==> src/rtl/ama_riscv_trace_pipe_if.sv <==
`default_nettype none
// ============================================================================
// Module   : ama_riscv_trace_pipe_if
// Brief    : Trace record valid/ready channel between tracker and consumer
// Revision : 1.0 - initial release
// ============================================================================
interface ama_riscv_trace_pipe_if #(
    parameter int REC_WIDTH = 103
) ();
    logic                 trace_valid;
    logic                 trace_ready;
    logic [REC_WIDTH-1:0] trace_rec;

    modport master (
        output trace_valid,
        output trace_rec,
        input  trace_ready
    );

    modport slave (
        input  trace_valid,
        input  trace_rec,
        output trace_ready
    );
endinterface
`default_nettype wire

==> src/rtl/ama_riscv_trace_pipe.sv <==
`default_nettype none
// ============================================================================
// Module   : ama_riscv_trace_pipe
// Brief    : Retire-trace tracker: EXE side info through N stages into a
//            trace FIFO with retire/bubble/drop statistics.
//            Optional feature macro: AMA_TRACE_BP_EN (tracks bp_hit).
// Revision : 1.0 - initial release
// ============================================================================
module ama_riscv_trace_pipe #(
    parameter int N_STAGES   = 2,
    parameter int FIFO_DEPTH = 8,
    parameter int ARCH_WIDTH = 32,
    parameter int INST_WIDTH = 32,
    parameter int CNT_WIDTH  = 32
) (
    input  wire logic                              clk,
    input  wire logic                              rst,
    input  wire logic [N_STAGES-1:0]               stage_en,
    input  wire logic [N_STAGES-1:0]               stage_flush,
    input  wire logic                              exe_branch_inst,
    input  wire logic                              exe_branch_taken,
    input  wire logic                              exe_bp_hit,
    input  wire logic                              exe_dmem_valid,
    input  wire logic [ARCH_WIDTH-1:0]             exe_dmem_addr,
    input  wire logic [2:0]                        exe_dmem_size,
    input  wire logic                              exe_bubble,
    input  wire logic                              inst_retired,
    input  wire logic [INST_WIDTH-1:0]             inst_wbk,
    input  wire logic [ARCH_WIDTH-1:0]             pc_wbk,
    ama_riscv_trace_pipe_if.master                 trace_if,
    output logic [CNT_WIDTH-1:0]                   retired_cnt,
    output logic [CNT_WIDTH-1:0]                   bubble_cnt,
    output logic [CNT_WIDTH-1:0]                   drop_cnt,
    output logic                                   overflow,
    output logic [$clog2(FIFO_DEPTH+1)-1:0]        fifo_level
);

    localparam int REC_W = INST_WIDTH + 2*ARCH_WIDTH + 7;
    localparam int SW    = ARCH_WIDTH + 7;
    localparam int AW    = $clog2(FIFO_DEPTH);

    // Stage layout: {branch_inst, branch_taken, dmem_addr, dmem_size[3:0], bubble}
    localparam logic [SW-1:0] c_EMPTY = {1'b0, 1'b0, {ARCH_WIDTH{1'b0}}, 4'd8, 1'b1};
    localparam logic [CNT_WIDTH-1:0] c_CNT_ONE = {{(CNT_WIDTH-1){1'b0}}, 1'b1};
    localparam logic [AW:0]          c_PTR_ONE = {{AW{1'b0}}, 1'b1};

    logic [SW-1:0] w_cap;
    logic [SW-1:0] r_stage [N_STAGES];
    logic [SW-1:0] w_last;
    logic          w_last_bp;

    assign w_cap = {exe_branch_inst,
                    exe_branch_taken & exe_branch_inst,
                    exe_dmem_valid ? exe_dmem_addr : {ARCH_WIDTH{1'b0}},
                    exe_dmem_valid ? {1'b0, exe_dmem_size} : 4'd8,
                    exe_bubble};

    for (genvar k = 0; k < N_STAGES; k++) begin : g_stage
        logic [SW-1:0] w_src;
        if (k == 0) begin : g_head
            assign w_src = w_cap;
        end else begin : g_tail
            assign w_src = r_stage[k-1];
        end

        always_ff @(posedge clk) begin
            if (rst || stage_flush[k]) begin
                r_stage[k] <= c_EMPTY;
            end else if (stage_en[k]) begin
                r_stage[k] <= w_src;
            end
        end
    end

`ifdef AMA_TRACE_BP_EN
    logic r_bp [N_STAGES];

    for (genvar k = 0; k < N_STAGES; k++) begin : g_bp
        logic w_src;
        if (k == 0) begin : g_head
            assign w_src = exe_bp_hit & exe_branch_inst;
        end else begin : g_tail
            assign w_src = r_bp[k-1];
        end

        always_ff @(posedge clk) begin
            if (rst || stage_flush[k]) begin
                r_bp[k] <= 1'b0;
            end else if (stage_en[k]) begin
                r_bp[k] <= w_src;
            end
        end
    end

    assign w_last_bp = r_bp[N_STAGES-1];
`else
    logic w_unused_bp;
    assign w_unused_bp = exe_bp_hit;
    assign w_last_bp   = 1'b0;
`endif

    assign w_last = r_stage[N_STAGES-1];

    logic [REC_W-1:0] w_rec;
    assign w_rec = {inst_wbk, pc_wbk, w_last[ARCH_WIDTH+4:5], w_last[4:1],
                    w_last[ARCH_WIDTH+6], w_last[ARCH_WIDTH+5], w_last_bp};

    // Pointers carry one extra wrap bit so full and empty differ only in the MSB
    logic [AW:0]      r_wr_ptr;
    logic [AW:0]      r_rd_ptr;
    logic [REC_W-1:0] r_mem [FIFO_DEPTH];
    logic             w_empty;
    logic             w_full;
    logic             w_pop;
    logic             w_push;
    logic             w_drop;
    logic [AW:0]      w_level;

    assign w_empty = (r_wr_ptr == r_rd_ptr);
    assign w_full  = (r_wr_ptr[AW] != r_rd_ptr[AW]) &&
                     (r_wr_ptr[AW-1:0] == r_rd_ptr[AW-1:0]);
    assign w_pop   = !w_empty && trace_if.trace_ready;
    assign w_push  = inst_retired && (!w_full || w_pop);
    assign w_drop  = inst_retired && w_full && !w_pop;
    assign w_level = r_wr_ptr - r_rd_ptr;

    always_ff @(posedge clk) begin
        if (w_push) begin
            r_mem[r_wr_ptr[AW-1:0]] <= w_rec;
        end
    end

    logic [CNT_WIDTH-1:0] r_retired_cnt;
    logic [CNT_WIDTH-1:0] r_bubble_cnt;
    logic [CNT_WIDTH-1:0] r_drop_cnt;
    logic                 r_overflow;

    always_ff @(posedge clk) begin
        if (rst) begin
            r_wr_ptr      <= '0;
            r_rd_ptr      <= '0;
            r_retired_cnt <= '0;
            r_bubble_cnt  <= '0;
            r_drop_cnt    <= '0;
            r_overflow    <= 1'b0;
        end else begin
            if (w_push) begin
                r_wr_ptr <= r_wr_ptr + c_PTR_ONE;
            end
            if (w_pop) begin
                r_rd_ptr <= r_rd_ptr + c_PTR_ONE;
            end
            if (inst_retired) begin
                r_retired_cnt <= r_retired_cnt + c_CNT_ONE;
            end else if (w_last[0]) begin
                r_bubble_cnt <= r_bubble_cnt + c_CNT_ONE;
            end
            if (w_drop) begin
                r_overflow <= 1'b1;
                if (r_drop_cnt != {CNT_WIDTH{1'b1}}) begin
                    r_drop_cnt <= r_drop_cnt + c_CNT_ONE;
                end
            end
        end
    end

    assign trace_if.trace_valid = !w_empty;
    assign trace_if.trace_rec   = r_mem[r_rd_ptr[AW-1:0]];
    assign retired_cnt          = r_retired_cnt;
    assign bubble_cnt           = r_bubble_cnt;
    assign drop_cnt             = r_drop_cnt;
    assign overflow             = r_overflow;
    assign fifo_level           = w_level;

endmodule
`default_nettype wire

==> src/flat_wrapper.sv <==
// flat-port wrapper written by rule: the top's interface ports become plain ports
module ama_riscv_trace_pipe_flat 
#(
    parameter int N_STAGES   = 2,
    parameter int FIFO_DEPTH = 8,
    parameter int ARCH_WIDTH = 32,
    parameter int INST_WIDTH = 32,
    parameter int CNT_WIDTH  = 32
)
  (clk, rst, stage_en, stage_flush, exe_branch_inst, exe_branch_taken, exe_bp_hit, exe_dmem_valid, exe_dmem_addr, exe_dmem_size, exe_bubble, inst_retired, inst_wbk, pc_wbk, retired_cnt, bubble_cnt, drop_cnt, overflow, fifo_level, trace_if_trace_valid, trace_if_trace_rec, trace_if_trace_ready);
  ama_riscv_trace_pipe_if #(.REC_WIDTH((103))) trace_if_i ();
  input  wire logic clk;
  input  wire logic rst;
  input  wire logic [N_STAGES-1:0] stage_en;
  input  wire logic [N_STAGES-1:0] stage_flush;
  input  wire logic exe_branch_inst;
  input  wire logic exe_branch_taken;
  input  wire logic exe_bp_hit;
  input  wire logic exe_dmem_valid;
  input  wire logic [ARCH_WIDTH-1:0] exe_dmem_addr;
  input  wire logic [2:0] exe_dmem_size;
  input  wire logic exe_bubble;
  input  wire logic inst_retired;
  input  wire logic [INST_WIDTH-1:0] inst_wbk;
  input  wire logic [ARCH_WIDTH-1:0] pc_wbk;
  output logic [CNT_WIDTH-1:0] retired_cnt;
  output logic [CNT_WIDTH-1:0] bubble_cnt;
  output logic [CNT_WIDTH-1:0] drop_cnt;
  output logic overflow;
  output logic [$clog2(FIFO_DEPTH+1)-1:0] fifo_level;
  output wire logic [$bits(trace_if_i.trace_valid)-1:0] trace_if_trace_valid;
  output wire logic [$bits(trace_if_i.trace_rec)-1:0] trace_if_trace_rec;
  input wire logic [$bits(trace_if_i.trace_ready)-1:0] trace_if_trace_ready;
  assign trace_if_trace_valid = trace_if_i.trace_valid;
  assign trace_if_trace_rec = trace_if_i.trace_rec;
  assign trace_if_i.trace_ready = trace_if_trace_ready;
  ama_riscv_trace_pipe #(.N_STAGES(N_STAGES), .FIFO_DEPTH(FIFO_DEPTH), .ARCH_WIDTH(ARCH_WIDTH), .INST_WIDTH(INST_WIDTH), .CNT_WIDTH(CNT_WIDTH)) u_core (.clk(clk), .rst(rst), .stage_en(stage_en), .stage_flush(stage_flush), .exe_branch_inst(exe_branch_inst), .exe_branch_taken(exe_branch_taken), .exe_bp_hit(exe_bp_hit), .exe_dmem_valid(exe_dmem_valid), .exe_dmem_addr(exe_dmem_addr), .exe_dmem_size(exe_dmem_size), .exe_bubble(exe_bubble), .inst_retired(inst_retired), .inst_wbk(inst_wbk), .pc_wbk(pc_wbk), .trace_if(trace_if_i), .retired_cnt(retired_cnt), .bubble_cnt(bubble_cnt), .drop_cnt(drop_cnt), .overflow(overflow), .fifo_level(fifo_level));
endmodule
==> config.mk <==
export PLATFORM = sky130hd
export DESIGN_NAME = ama_riscv_trace_pipe_flat
export DESIGN_NICKNAME = d
export VERILOG_FILES = /design/src/rtl/ama_riscv_trace_pipe_if.sv /design/src/rtl/ama_riscv_trace_pipe.sv /design/src/flat_wrapper.sv
export SDC_FILE = /design/constraint.sdc
export NUM_CORES = 1
export LEC_CHECK = 0
export ABC_AREA = 1
export CORE_MARGIN = 2
export CORE_UTILIZATION = 35
export DETAILED_ROUTE_END_ITERATION = 12
export GPL_TIMING_DRIVEN = 0
export PLACE_DENSITY = 0.54
export SLEW_MARGIN = 20
export SYNTH_ARGS = -nofsm -noshare
export SYNTH_HDL_FRONTEND = slang
export SYNTH_SLANG_ARGS = --single-unit
==> constraint.sdc <==
create_clock -name clk -period 20.2 [get_ports clk]
set_input_delay 3.03 -clock clk [delete_from_list [all_inputs] [get_ports clk]]
set_output_delay 3.03 -clock clk [all_outputs]
set_load 0.05 [all_outputs]
==> results_dict.tcl, run 1 <==
set metrics [dict create \
    final_cell_mix "edfxtp_1 (894), nor2_1 (876), nand2_1 (573), clkdlybuf4s50_1 (313), o21ai_0 (231)" \
    post_cts_buffers 0 \
    tightestPinTransition_ns 1.17 \
    hpwl_um 77700 \
    clock-sinks 1002 \
    cp-start-kind "flip-flop" \
    gp_congestion 0.843 \
    grt_pass1_wl_um 171000 \
    nets 4079 \
    status "finished clean" \
    worst-endpoint-arrival_ns 4.09 \
    cts_tree "built" \
    drc 0 \
    io_pins 317 \
    cts_max_path_buffers 3 \
    max-cap-violations 0 \
    peakVddDrop_mv 0.0641 \
    skew_ns 0.0533 \
    htreeDepth 3 \
    fp.dieW_um 343 \
    max_stage_delay_ns 0.95 \
    ctsResizeCount 0 \
    clock-root-buffer "clkbuf_16" \
    critPathCaptureType "output port" \
    crit_fanout 10 \
    seq_area_frac_synth 0.719 \
    finalWirelength_um 115000 \
    grt_max_degree 30 \
    hp-class "reg2reg" \
    grt_usage 0.193 \
    hold_viol_final 0 \
    synthesis.area_um2 40300 \
    power_leakage_nw 17.3 \
    drtIter0Drc 2075 \
    synthFlopType "edfxtp_1" \
    power_mw 5.24 \
    rows 124 \
    grt_pass1_vias 27200 \
    antenna_found_initial 18 \
    fin_tns_setup_ns 0 \
    synth_area_per_cell_um2 11.6 \
    synth_cells 3478 \
    insertion_delay_ns 0.71 \
    cts_hold_buf 0 \
    start_util 0.353 \
    period_needed_ns 7.12 \
    viasPerCell 4.99 \
    finalSetupViolations 0 \
    cellPowerDensity_nw_per_um2 105 \
    fin_crit_sh 0.352 \
    hold_depth 1 \
    ys_ff_latch 1002 \
    cts_made_buffers 107 \
    synth_cell_type_count 40 \
    finalMaxSlewViolations 0 \
    worstSetupPathType "reg2out" \
    relSlewSlack 0.220 \
    first_pass_iters 6 \
    core_um2 114000 \
    clkTransAtPathRegs_ns 0.06 \
    num_vias 27700 \
    final_util 0.436 \
    rrSetupSlack_ns 16.75 \
    max_freq_ghz 0.141 \
    drive_gt1_frac 0.0718 \
    synth_edf_count 894 \
    synth_nets 3599 \
    wl_per_cell_um 20.8 \
    cp.required_ns 17.17 \
    reg2reg_depth 14 \
    dieArea_um2 118000 \
    crit_chain "buf_4 -> inv_1 -> buf_2 -> buf_2 -> buf_2 -> nor2_1 -> o32ai_1 -> nand2_1 -> nand2_1 -> clkdlybuf4s50_1" \
    worst_slack_ns 13.08 \
    antenna_left 0 \
    yosysWarningCount 0 \
    mostFrequentLayoutCell "edfxtp_1" \
    fillers 10600 \
    path_common_cell "buf_2" \
    rsz0062_at_grt "no" \
    slowest_stage "clkdlybuf4s50_1" \
    fp.dieH_um 343 \
    place_ws_ns 13.67 \
    area_growth_pct 23.7 \
    grt_overflow 0 \
    async_flop_share 0 \
    io_buffer_count 313 \
]
## sequential cells by signal, indices dropped and copies added (netlist names), named ones only
name                count
u_core.drop_cnt        32
u_core.r_wr_ptr         4
u_core.r_rd_ptr         4
u_core.r_stage         78
u_core.overflow         1
u_core.r_mem          816
u_core.retired_cnt     32
u_core.bubble_cnt      32
## final timing paths
kind | from | end
max | flip-flop | trace_if_trace_rec[14]
max reg2reg | u_core.r_rd_ptr[1]$_SDFFE_PP0N_ | u_core.r_mem[6][86]$_DFFE_PP_
min reg2reg | u_core.overflow$_SDFFE_PP0P_ | u_core.overflow$_SDFFE_PP0P_
min | u_core.overflow$_SDFFE_PP0P_ | u_core.overflow$_SDFFE_PP0P_
## Yosys cell counts (6+ instances only)
library cell	number	area (µm²)
edfxtp_1	894	26800
nor3_1	22	110
inv_1	171	642
clkbuf_1	117	439
a21oi_1	57	285
o32ai_1	204	1790
nand2_1	575	2160
buf_1	9	33.8
nand3_1	53	265
nor2_1	883	3310
buf_4	6	45.0
xor2_1	19	166
dfxtp_1	108	2160
nand3b_1	6	45.0
ha_1	8	100
o21a_1	6	45.0
nand4_1	20	125
o21ai_0	231	1160
buf_2	49	245
xnor2_1	10	87.6
## worst max-delay path: cells and delay by family, from the launching register on
family | cells | cell delay, ns
AOI/OAI and AO/OA | 1 | 0.13
buffers and inverters | 6 | 2.54
DFF | 1 | 0.37
and+or+nand+nor | 3 | 0.33
## power breakdown
part | leakage, nW | switching [mW] | internal [mW] | total, mW
clock | 1.62 | 0.819 | 1.06 | 1.88
sequential | 9.26 | 0.0202 | 2.30 | 2.32
combinational | 6.37 | 0.731 | 0.306 | 1.04
## cell families (layout without fill, tap and decap cells)
kind of cell / after synthesis / in the layout / synth area share
adder cells (fa/ha/maj): 9 / 9 / 0.00298
other: 1 / 3 / 0.0000930
buffers and inverters: 355 / 918 / 0.0355
XOR/XNOR: 29 / 29 / 0.00630
AND/OR/NAND/NOR: 1577 / 1577 / 0.153
AO/OA/AOI/OAI: 505 / 505 / 0.0824
flip-flops: 1002 / 1002 / 0.719
## cell type report
| class | instances | area [µm²] | area share |
|---|---|---|---|
| Multi-Input combinational cell | 2121 | 9950 | 0.199 |
| Inverter | 172 | 646 | 0.0129 |
| Antenna cell | 2 | 5.00 | 0.000100 |
| Tap cell | 1512 | 1890 | 0.0379 |
| Clock inverter | 58 | 524 | 0.0105 |
| Sequential cell | 1002 | 29000 | 0.581 |
| Clock buffer | 134 | 2810 | 0.0564 |
| Buffer | 183 | 790 | 0.0158 |
| Timing Repair Buffer | 371 | 4280 | 0.0857 |
## layer usage
metal / wire, µm / track usage
met5: 196 / 0
met4: 2840 / 0.0540
met3: 8940 / 0.0472
met2: 54000 / 0.317
met1: 49400 / 0.255
## metrics by stage
| step | cell area (µm²) | hold WS (ns) | cells |
|---|---|---|---|
| finish | 49900 | 0.474 | 5555 |
| global route | 49900 | 0.485 | 5554 |
| CTS | 49900 | 0.477 | 5553 |
| detailed placement | 46600 | 0.462 | 5361 |
| global placement | 45300 | 0.456 | 5303 |
| floorplan | 40300 | 0.442 | 3478 |
No activity file was read; power rests on OpenSTA's default activity.
==> run 2, diff against run 1 <==
==> constraint.sdc (replaced) <==
create_clock -name clk -period 7.15 [get_ports clk]
set_input_delay 1.0725 -clock clk [delete_from_list [all_inputs] [get_ports clk]]
set_output_delay 1.0725 -clock clk [all_outputs]
set_load 0.05 [all_outputs]
==> results_dict.tcl, run 2 (synthesis results as in run 1) <==
set metrics [dict create \
    status "finished clean" \
    htreeDepth 3 \
    worstSetupPathType "reg2out" \
    skew_ns 0.0401 \
    ctsResizeCount 0 \
    cellPowerDensity_nw_per_um2 297 \
    fin_cells 5541 \
    tightestPinTransition_ns 1.17 \
    hold_viol_final 0 \
    fin_tns_setup_ns 0 \
    io_buffer_count 313 \
    hold_depth 1 \
    mostFrequentLayoutCell "edfxtp_1" \
    drtIter0Drc 2067 \
    cts_hold_buf 0 \
    fp.dieW_um 343 \
    hp-class "reg2reg" \
    post_cts_buffers 0 \
    grt_pass1_wl_um 170000 \
    clock-root-buffer "clkbuf_16" \
    antenna_found_initial 12 \
    finalSetupViolations 0 \
    dp_cells 5353 \
    num_vias 27700 \
    grt_max_degree 30 \
    crit_fanout 10 \
    power_mw 14.8 \
    fillers 10700 \
    first_pass_iters 5 \
    hpwl_um 77400 \
    clock-sinks 1002 \
    finalWirelength_um 115000 \
    fp.dieH_um 343 \
    wl_per_cell_um 20.8 \
    design_area_um2 49800 \
    critPathCaptureType "output port" \
    fin_crit_sh 0.714 \
    start_util 0.353 \
    rsz0062_at_grt "no" \
    peakVddDrop_mv 0.193 \
    drive_gt1_frac 0.0685 \
    reg2reg_depth 13 \
    period_needed_ns 5.10 \
    insertion_delay_ns 0.70 \
    multi_input_area_um2 9950 \
    antenna_left 0 \
    max_freq_ghz 0.196 \
    dieArea_um2 118000 \
    power_leakage_nw 17.2 \
    grt_usage 0.193 \
    rrSetupSlack_ns 4.07 \
    regArea_um2 29000 \
    gp_congestion 0.846 \
    worst-endpoint-arrival_ns 4.03 \
    grt_overflow 0 \
    cts_made_buffers 106 \
    io_pins 317 \
    rows 124 \
    final_cell_mix "edfxtp_1 (894), nor2_1 (876), nand2_1 (573), clkdlybuf4s50_1 (313), o21ai_0 (231)" \
    max-cap-violations 0 \
    core_um2 114000 \
    cp.required_ns 6.08 \
    placed_area_um2 46500 \
    grt_pass1_vias 27100 \
    cts_tree "built" \
    finalMaxSlewViolations 0 \
    drc 0 \
    relSlewSlack 0.218 \
    cp-start-kind "flip-flop" \
    antenna_cells_inserted 0 \
    clkTransAtPathRegs_ns 0.06 \
    viasPerCell 4.99 \
    largest_reg_flops 816 \
    nets 4070 \
    area_growth_pct 23.5 \
    cts_max_path_buffers 3 \
]
-- run 2: metal layers --
metal	GRT usage	part of all wire	vias up
met5	0	0.0014	-
met4	0.0522	0.024	24
met3	0.0418	0.068	183
met2	0.322	0.48	810
met1	0.254	0.43	13500
li1	-	-	13200
-- run 2: critical path, stage by stage, from the launching register on --
cell and delay (ns):
dfxtp_1 0.43, buf_4 0.34, buf_4 0.33, buf_4 0.34, buf_2 0.36, nor2_1 0.09
o32ai_1 0.29, nand2_1 0.09, nand2_1 0.21, clkdlybuf4s50_1 0.85
-- run 2: power by group --
part	switching, mW	total [mW]	internal, mW
clock	2.27	5.28	3.00
sequential	0.0571	6.56	6.51
combinational	2.07	2.93	0.866
-- run 2: worst paths after layout --
| path | start | endpoint |
|---|---|---|
| worst max-delay path | flip-flop | trace_if_trace_rec[70] |
| worst max register to register | u_core.r_rd_ptr[1]$_SDFFE_PP0N_ | u_core.r_mem[4][83]$_DFFE_PP_ |
| worst min-delay path | u_core.overflow$_SDFFE_PP0P_ | u_core.overflow$_SDFFE_PP0P_ |
| worst min register to register | u_core.overflow$_SDFFE_PP0P_ | u_core.overflow$_SDFFE_PP0P_ |
-- run 2: through the flow --
stage	util	hold WS, ns	worst slack, ns
floorplan	-	0.442	0.617
global placement	0.397	0.458	-4.87
detailed placement	0.407	0.460	2.75
CTS	0.436	0.477	1.98
global route	0.436	0.497	1.92
finish	0.436	0.474	2.05
-- run 2: layout make-up --
type,count,share of cell area
Buffer,183,0.0159
Sequential cell,1002,0.582
Timing Repair Buffer,363,0.0847
Multi-Input combinational cell,2121,0.200
Clock inverter,49,0.00932
Clock buffer,139,0.0570
Tap cell,1512,0.0380
Inverter,172,0.0130
